File: config.mk
export PLATFORM = sky130hd
export DESIGN_NAME = dyn_console_scroll_flat
export DESIGN_NICKNAME = d
export VERILOG_FILES = /design/src/rtl/dyn_console_scroll_if.sv /design/src/rtl/dyn_console_scroll.sv /design/src/flat_wrapper.sv
export SDC_FILE = /design/constraint.sdc
export NUM_CORES = 1
export LEC_CHECK = 0
export CAP_MARGIN = 20
export CORE_MARGIN = 5
export CORE_UTILIZATION = 42
export DETAILED_ROUTE_END_ITERATION = 7
export PLACE_DENSITY = 0.83
export SLEW_MARGIN = 15
export SYNTH_ARGS = -nofsm -noshare
export SYNTH_HDL_FRONTEND = slang
export SYNTH_SLANG_ARGS = --single-unit
File: constraint.sdc
create_clock -name px_clk -period 3.6 [get_ports px_clk]
set_input_delay 0.36 -clock px_clk [delete_from_list [all_inputs] [get_ports px_clk]]
set_output_delay 0.36 -clock px_clk [all_outputs]
set_load 0.02 [all_outputs]
File: src/rtl/dyn_console_scroll_if.sv
// Bus bundle for dyn_console_scroll.
//  master : the upstream side (sync generator / controller) that drives the
//           RGB stream, scroll requests and cursor position, and receives the
//           lookup results.
//  slave  : the console block itself.
// Signals:
//  RGBStr_i   26      stream: [0]Active [1]VS [2]HS [12:3]YC [22:13]XC [25:23]RGB
//  scroll_row RW      requested first displayed row
//  scroll_ld  1       strobe: capture scroll_row into the pending register
//  cur_col    8       cursor column
//  cur_row    8       cursor row (screen row, pre-scroll)
//  cur_en     1       cursor enable
//  RGBStr_o   26      stream delayed to stay aligned with the lookup outputs
//  addr_vram  ADDR_W  VRAM address of the character under the pixel
//  glyph_x/y  PS      pixel offset inside the glyph
//  in_text    1       pixel lies inside the text grid
//  cursor_hit 1       pixel lies in the visible cursor cell
interface dyn_console_scroll_if #(
  parameter int GLYPH  = 16,
  parameter int ROWS   = 30,
  parameter int ADDR_W = 11
);
  localparam int PS = $clog2(GLYPH);
  localparam int RW = (ROWS > 1) ? $clog2(ROWS) : 1;

  logic [25:0]       RGBStr_i;
  logic [RW-1:0]     scroll_row;
  logic              scroll_ld;
  logic [7:0]        cur_col;
  logic [7:0]        cur_row;
  logic              cur_en;

  logic [25:0]       RGBStr_o;
  logic [ADDR_W-1:0] addr_vram;
  logic [PS-1:0]     glyph_x;
  logic [PS-1:0]     glyph_y;
  logic              in_text;
  logic              cursor_hit;

  modport master (
    output RGBStr_i, scroll_row, scroll_ld, cur_col, cur_row, cur_en,
    input  RGBStr_o, addr_vram, glyph_x, glyph_y, in_text, cursor_hit
  );

  modport slave (
    input  RGBStr_i, scroll_row, scroll_ld, cur_col, cur_row, cur_en,
    output RGBStr_o, addr_vram, glyph_x, glyph_y, in_text, cursor_hit
  );
endinterface

File: src/rtl/dyn_console_scroll.sv
// Dynamic text-console address generator.
// Taps the pixel stream from the VGA sync generator and, two cycles later,
// presents the VRAM address of the character cell under the pixel (with
// circular, frame-synchronous row scroll), the pixel offset inside the glyph,
// a grid-membership flag, a blinking cursor flag and the stream itself,
// delayed to stay aligned with those results.
// Ports:
//  px_clk  pixel clock
//  rst_n   synchronous reset, active low
//  bus     dyn_console_scroll_if.slave (stream, scroll and cursor controls,
//          lookup outputs)
module dyn_console_scroll #(
  parameter int GLYPH    = 16,
  parameter int COLS     = 40,
  parameter int ROWS     = 30,
  parameter int ADDR_W   = 11,
  parameter int BLINK_FR = 30
) (
  input  logic                 px_clk,
  input  logic                 rst_n,
  dyn_console_scroll_if.slave  bus
);
  localparam int DATA_W = 26;
  localparam int PS     = $clog2(GLYPH);
  localparam int RW     = (ROWS > 1) ? $clog2(ROWS) : 1;
  localparam int VW     = 10 - PS;
  localparam int FW     = (BLINK_FR > 1) ? $clog2(BLINK_FR) : 1;

  // Circular row wrap; both operands are below ROWS whenever the result is
  // used, so one conditional subtract is enough.
  function automatic logic [RW-1:0] wrap_row(input logic [VW-1:0] vy,
                                             input logic [RW-1:0] ofs);
    logic [RW:0] s;
    s = (RW+1)'(vy) + {1'b0, ofs};
    if (s >= (RW+1)'(ROWS)) s = s - (RW+1)'(ROWS);
    return s[RW-1:0];
  endfunction

  function automatic logic [ADDR_W-1:0] cell_addr(input logic [RW-1:0] prow,
                                                  input logic [VW-1:0] vx);
    return ADDR_W'(prow) * ADDR_W'(COLS) + ADDR_W'(vx);
  endfunction

  logic [9:0] xc, yc;
  assign xc = bus.RGBStr_i[22:13];
  assign yc = bus.RGBStr_i[12:3];

  // stage 1 registers
  logic [DATA_W-1:0] rgb_p1_q, rgb_p1_d;
  logic [VW-1:0]     vx_p1_q, vx_p1_d, vy_p1_q, vy_p1_d;
  logic [PS-1:0]     gx_p1_q, gx_p1_d, gy_p1_q, gy_p1_d;
  logic              int_p1_q, int_p1_d;
  logic [RW-1:0]     prow_p1_q, prow_p1_d;
  // stage 2 registers (module outputs)
  logic [DATA_W-1:0] rgb_p2_q, rgb_p2_d;
  logic [ADDR_W-1:0] addr_p2_q, addr_p2_d;
  logic [PS-1:0]     gx_p2_q, gx_p2_d, gy_p2_q, gy_p2_d;
  logic              int_p2_q, int_p2_d;
  logic              hit_p2_q, hit_p2_d;
  // scroll / blink control
  logic [RW-1:0]     act_q, act_d, pend_q, pend_d;
  logic              pvld_q, pvld_d;
  logic              vs_q, vs_d;
  logic [FW-1:0]     fcnt_q, fcnt_d;
  logic              blink_q, blink_d;
  logic              frame_edge;

  always_comb begin
    // ---- stage 1: split coordinates, grid test, scrolled row
    rgb_p1_d  = bus.RGBStr_i;
    vx_p1_d   = xc[9:PS];
    vy_p1_d   = yc[9:PS];
    gx_p1_d   = xc[PS-1:0];
    gy_p1_d   = yc[PS-1:0];
    int_p1_d  = (32'(vx_p1_d) < 32'(COLS)) && (32'(vy_p1_d) < 32'(ROWS));
    prow_p1_d = wrap_row(vy_p1_d, act_q);

    // ---- stage 2: address and cursor (cursor inputs taken live here)
    rgb_p2_d  = rgb_p1_q;
    gx_p2_d   = gx_p1_q;
    gy_p2_d   = gy_p1_q;
    int_p2_d  = int_p1_q;
    addr_p2_d = int_p1_q ? cell_addr(prow_p1_q, vx_p1_q) : '0;
    hit_p2_d  = int_p1_q & bus.cur_en & blink_q &
                (32'(vx_p1_q) == 32'(bus.cur_col)) &
                (32'(vy_p1_q) == 32'(bus.cur_row));

    // ---- control: pending scroll applied only on VS rising edge
    frame_edge = bus.RGBStr_i[1] & ~vs_q;
    vs_d    = bus.RGBStr_i[1];
    act_d   = act_q;
    pend_d  = pend_q;
    pvld_d  = pvld_q;
    fcnt_d  = fcnt_q;
    blink_d = blink_q;
    if (frame_edge && pvld_q) begin
      act_d  = pend_q;
      pvld_d = 1'b0;
    end
    // A strobe on the frame edge lands in pend after the old pend was applied.
    if (bus.scroll_ld && (32'(bus.scroll_row) < 32'(ROWS))) begin
      pend_d = bus.scroll_row;
      pvld_d = 1'b1;
    end
    if (frame_edge) begin
      if (fcnt_q == FW'(BLINK_FR - 1)) begin
        fcnt_d  = '0;
        blink_d = ~blink_q;
      end else begin
        fcnt_d = fcnt_q + 1'b1;
      end
    end
  end

  // Reset clears the pipeline as well so no stale pixel escapes afterwards.
  always_ff @(posedge px_clk) begin
    if (!rst_n) begin
      rgb_p1_q  <= '0;
      vx_p1_q   <= '0;
      vy_p1_q   <= '0;
      gx_p1_q   <= '0;
      gy_p1_q   <= '0;
      int_p1_q  <= 1'b0;
      prow_p1_q <= '0;
      rgb_p2_q  <= '0;
      addr_p2_q <= '0;
      gx_p2_q   <= '0;
      gy_p2_q   <= '0;
      int_p2_q  <= 1'b0;
      hit_p2_q  <= 1'b0;
      act_q     <= '0;
      pend_q    <= '0;
      pvld_q    <= 1'b0;
      vs_q      <= 1'b0;
      fcnt_q    <= '0;
      blink_q   <= 1'b1;
    end else begin
      rgb_p1_q  <= rgb_p1_d;
      vx_p1_q   <= vx_p1_d;
      vy_p1_q   <= vy_p1_d;
      gx_p1_q   <= gx_p1_d;
      gy_p1_q   <= gy_p1_d;
      int_p1_q  <= int_p1_d;
      prow_p1_q <= prow_p1_d;
      rgb_p2_q  <= rgb_p2_d;
      addr_p2_q <= addr_p2_d;
      gx_p2_q   <= gx_p2_d;
      gy_p2_q   <= gy_p2_d;
      int_p2_q  <= int_p2_d;
      hit_p2_q  <= hit_p2_d;
      act_q     <= act_d;
      pend_q    <= pend_d;
      pvld_q    <= pvld_d;
      vs_q      <= vs_d;
      fcnt_q    <= fcnt_d;
      blink_q   <= blink_d;
    end
  end

  assign bus.RGBStr_o   = rgb_p2_q;
  assign bus.addr_vram  = addr_p2_q;
  assign bus.glyph_x    = gx_p2_q;
  assign bus.glyph_y    = gy_p2_q;
  assign bus.in_text    = int_p2_q;
  assign bus.cursor_hit = hit_p2_q;
endmodule
File: src/flat_wrapper.sv
// flat-port wrapper written by rule: the top's interface ports become plain ports
module dyn_console_scroll_flat 
#(
  parameter int GLYPH    = 16,
  parameter int COLS     = 40,
  parameter int ROWS     = 30,
  parameter int ADDR_W   = 11,
  parameter int BLINK_FR = 30
)
  (px_clk, rst_n, bus_RGBStr_i, bus_scroll_row, bus_scroll_ld, bus_cur_col, bus_cur_row, bus_cur_en, bus_RGBStr_o, bus_addr_vram, bus_glyph_x, bus_glyph_y, bus_in_text, bus_cursor_hit);
  dyn_console_scroll_if #(.GLYPH(GLYPH), .ROWS(ROWS), .ADDR_W(ADDR_W)) bus_i ();
  input  logic px_clk;
  input  logic rst_n;
  input wire logic [$bits(bus_i.RGBStr_i)-1:0] bus_RGBStr_i;
  input wire logic [$bits(bus_i.scroll_row)-1:0] bus_scroll_row;
  input wire logic [$bits(bus_i.scroll_ld)-1:0] bus_scroll_ld;
  input wire logic [$bits(bus_i.cur_col)-1:0] bus_cur_col;
  input wire logic [$bits(bus_i.cur_row)-1:0] bus_cur_row;
  input wire logic [$bits(bus_i.cur_en)-1:0] bus_cur_en;
  output wire logic [$bits(bus_i.RGBStr_o)-1:0] bus_RGBStr_o;
  output wire logic [$bits(bus_i.addr_vram)-1:0] bus_addr_vram;
  output wire logic [$bits(bus_i.glyph_x)-1:0] bus_glyph_x;
  output wire logic [$bits(bus_i.glyph_y)-1:0] bus_glyph_y;
  output wire logic [$bits(bus_i.in_text)-1:0] bus_in_text;
  output wire logic [$bits(bus_i.cursor_hit)-1:0] bus_cursor_hit;
  assign bus_i.RGBStr_i = bus_RGBStr_i;
  assign bus_i.scroll_row = bus_scroll_row;
  assign bus_i.scroll_ld = bus_scroll_ld;
  assign bus_i.cur_col = bus_cur_col;
  assign bus_i.cur_row = bus_cur_row;
  assign bus_i.cur_en = bus_cur_en;
  assign bus_RGBStr_o = bus_i.RGBStr_o;
  assign bus_addr_vram = bus_i.addr_vram;
  assign bus_glyph_x = bus_i.glyph_x;
  assign bus_glyph_y = bus_i.glyph_y;
  assign bus_in_text = bus_i.in_text;
  assign bus_cursor_hit = bus_i.cursor_hit;
  dyn_console_scroll #(.GLYPH(GLYPH), .COLS(COLS), .ROWS(ROWS), .ADDR_W(ADDR_W), .BLINK_FR(BLINK_FR)) u_core (.px_clk(px_clk), .rst_n(rst_n), .bus(bus_i));
endmodule
==> impl_metrics.toml <==
[status]
status = "complete, no violations"

[worst_setup_path]
crit-reg2reg-capture = "u_core.prow_p1_q[3]$_SDFF_PN0_"
cp.required_ps = 3840
cp.arrival_ps = 2550
slowest_delay_ps = 480
worstSetupStartpointType = "input pin"
endpoint_kind = "flop"
crit_end = "u_core.prow_p1_q[3]$_SDFF_PN0_"
path_class = "input pin to flop"
worstPathCellList = "clkdlybuf4s50_1, ha_1, inv_1, fa_1, nand2b_1, a21oi_1, xor2_1, a31oi_2, a311o_1"
ff2ff_path_depth = 8
r2r_slack_ps = 1440
r2r-start = "u_core.act_q[0]$_SDFFE_PN0P_"
path_max_fanout = 3
critPathSlowestCell = "clkdlybuf4s50_1"
cp-startpoint = "bus_RGBStr_i[7]"

[layout]
nFillCells = 679
nNetsFinal = 488
drive_gt1_share_pct = 5.450
fin_cells = 524
n_antenna_cell = 0
final_util_pct = 59.23
synthToLayoutAreaGrowth_pct = 36.43
largest_register_ffs = 20

[sta]
clock.fmax_ghz = 0.4325
final.setup.tns_ps = 0
rsz0062_at_grt = "no"
period_share_pct = 64.23
max_slew_margin_pct = 63.42
slew_viol_final = 0
fin_skew_ps = 10.28
min_period_ps = 2312
hold_viol = 0
tightest_slew_ps = 548.7
setup_viol = 0

[global_route]
track_usage_pct = 14.10
first_global_vias = 2444
grt_max_degree = 81
antenna_found_initial = 0
globalRoute.totalOverflow = 0
grt_first_pass_wirelength_um = 11130

[floorplanning]
die_x_um = 99.84
core_um2 = 7807
pin_count = 98
die_area_um2 = 9967
die_h_um = 99.84
start_util_pct = 43.41
rows = 32

[yosys]
synth.distinct_cells = 41
yosys-top-cells-area = "dfxtp_1 52%, and2_1 10%, ha_1 6.3%"
syn_inst = 324
yosysTopAreaCellShare_pct = 51.97
synth-seq-cells = 88
synthFlopType = "dfxtp_1"
syn_nets = 395
syn_avg_cell_area_um2 = 10.46
seq_area_frac_synth_pct = 51.97
ys_warn_count = 0
synth_edf_count = 0
syn-cell-area_um2 = 3390
yosysTopAreaCell = "dfxtp_1"
async_flop_share_pct = 0

[clock_tree]
ctsHoldBuffers = 0
cts_buffer_depth = 2
cts_inserted_buffers = 9
clock-sinks = 88
root_buffer = "clkbuf_8"
clock_latency_ps = 350
clk_pin_slew_ps = 80
tritoncts = "done"
cts_resized = 0
htreeDepth = 3
post_cts_buffers = 0

[run]
timing.max_cap.violations = 0

[power_and_ir_drop]
power_density_nw_per_um2 = 432.7
peakVddDrop_mv = 0.2034
leakage_nw = 1.875

[route]
drt-initial-drc-count = 55
via_count = 2442
detail-route-antenna-nets = 0
wl_um = 6980
firstDrtPassIters = 4
wl_per_cell_um = 13.32
drc = 0
via_per_inst = 4.660

[placement]
finalWeightedCongestion = 0.8498
hpwl_um = 5325
dp.cells = 507
numPortBuffers = 97

[hold_path]
hold_path_class = "flop to flop"
[cell families (layout without fill, tap and decap cells)]
logic type | after synthesis | in the layout | synth area share [%]
AOI/OAI and AO/OA | 32 | 32 | 6.940
xor gates and xnor gates | 27 | 27 | 7.198
adders and majority gates | 20 | 20 | 8.047
buffers and inverters | 28 | 126 | 3.987
DFF | 88 | 88 | 51.97
muxes | 3 | 3 | 0.8860
and+or+nand+nor | 126 | 126 | 20.97
[power breakdown]
| part | internal, mW | leakage, nW | total (mW) | switching [mW] |
|---|---|---|---|---|
| Combinational | 0.156 | 1.05 | 0.282 | 0.126 |
| Clock | 0.327 | 0.0966 | 0.678 | 0.351 |
| Sequential | 1.02 | 0.724 | 1.04 | 0.0236 |
| Total | 1.50 | 1.88 | 2.00 | 0.501 |
[layer usage]
layer / vias up / GRT usage (%) / routed length, µm
met4: 0 / 6.303 / 93
met1: 1119 / 16.38 / 2938
met3: 6 / 4.031 / 511
li1: 1244 / - / -
met5: - / 0 / 0
met2: 73 / 24.06 / 3437
[worst min path at each step]
stage,start,to,slack (ps),cells past startpoint
floorplan,u_core.rgb_p1_q[0]$_SDFF_PN0_,u_core.bus.RGBStr_o[0]$_SDFF_PN0_,410,1
global placement,u_core.gy_p1_q[1]$_SDFF_PN0_,u_core.bus.glyph_y[1]$_SDFF_PN0_,410,1
detailed placement,u_core.rgb_p1_q[24]$_SDFF_PN0_,u_core.bus.RGBStr_o[24]$_SDFF_PN0_,420,1
CTS,u_core.gx_p1_q[2]$_SDFF_PN0_,u_core.bus.glyph_x[2]$_SDFF_PN0_,440,1
global route,u_core.gx_p1_q[0]$_SDFF_PN0_,u_core.bus.glyph_x[0]$_SDFF_PN0_,460,1
finish,u_core.rgb_p1_q[24]$_SDFF_PN0_,u_core.bus.RGBStr_o[24]$_SDFF_PN0_,440,1
[cell usage after synthesis (6+ instances only)]
cell type and number:
a21boi_0 8, nand2_1 19, ha_1 17, buf_4 8, clkbuf_1 9, nand3_1 9, inv_1 11, and2_1 54
a21oi_1 6, nand4_1 6, dfxtp_1 88, nor2_1 16, xor2_1 8, xnor2_1 18
[area by class of cell]
class | instances | area, µm² | area share (%)
clock buffer | 9 | 123.9 | 2.679
clock inverter | 7 | 76.32 | 1.650
inverter | 11 | 41.29 | 0.8929
multi-input combinational | 208 | 1493 | 32.28
sequential | 88 | 1762 | 38.10
tap | 102 | 127.6 | 2.760
timing repair buffer | 99 | 1001 | 21.64
[stage by stage]
step	hold slack, ps	power [mW]	instance area [µm²]	worst slack [ps]
finish	438.8	2.001	4624	1288
global route	459.3	2.099	4624	1189
CTS	441.8	2.022	4597	1291
detailed placement	418.8	1.342	4397	915.3
global placement	414.7	1.331	4397	959.8
floorplan	411.9	1.219	3390	1518
[critical path, delay by kind of cell]
kind,cells,cell delay [ps]
AOI/OAI and AO/OA,3,740
xor gates and xnor gates,1,200
adders and majority gates,2,560
buffers and inverters,2,530
and+or+nand+nor,1,160
[cells in the final DEF, fill, tap and decap left out, types with 2 or more instances in the layout]
cell type / n
dfxtp_1: 88
and3_1: 5
clkbuf_8: 9
o21a_1: 2
nand3_1: 9
clkinvlp_4: 2
nor2_1: 16
xor2_1: 8
xnor2_1: 18
nand2_1: 19
nor2b_1: 5
and2_1: 54
a21boi_0: 8
inv_6: 3
and4_1: 2
clkdlybuf4s50_1: 96
nand2b_1: 2
a21oi_1: 6
o21ai_0: 4
ha_1: 17
fa_1: 3
inv_1: 11
nand4_1: 6
mux2i_1: 3
a21o_1: 3
No activity file was read; power rests on OpenSTA's default activity.
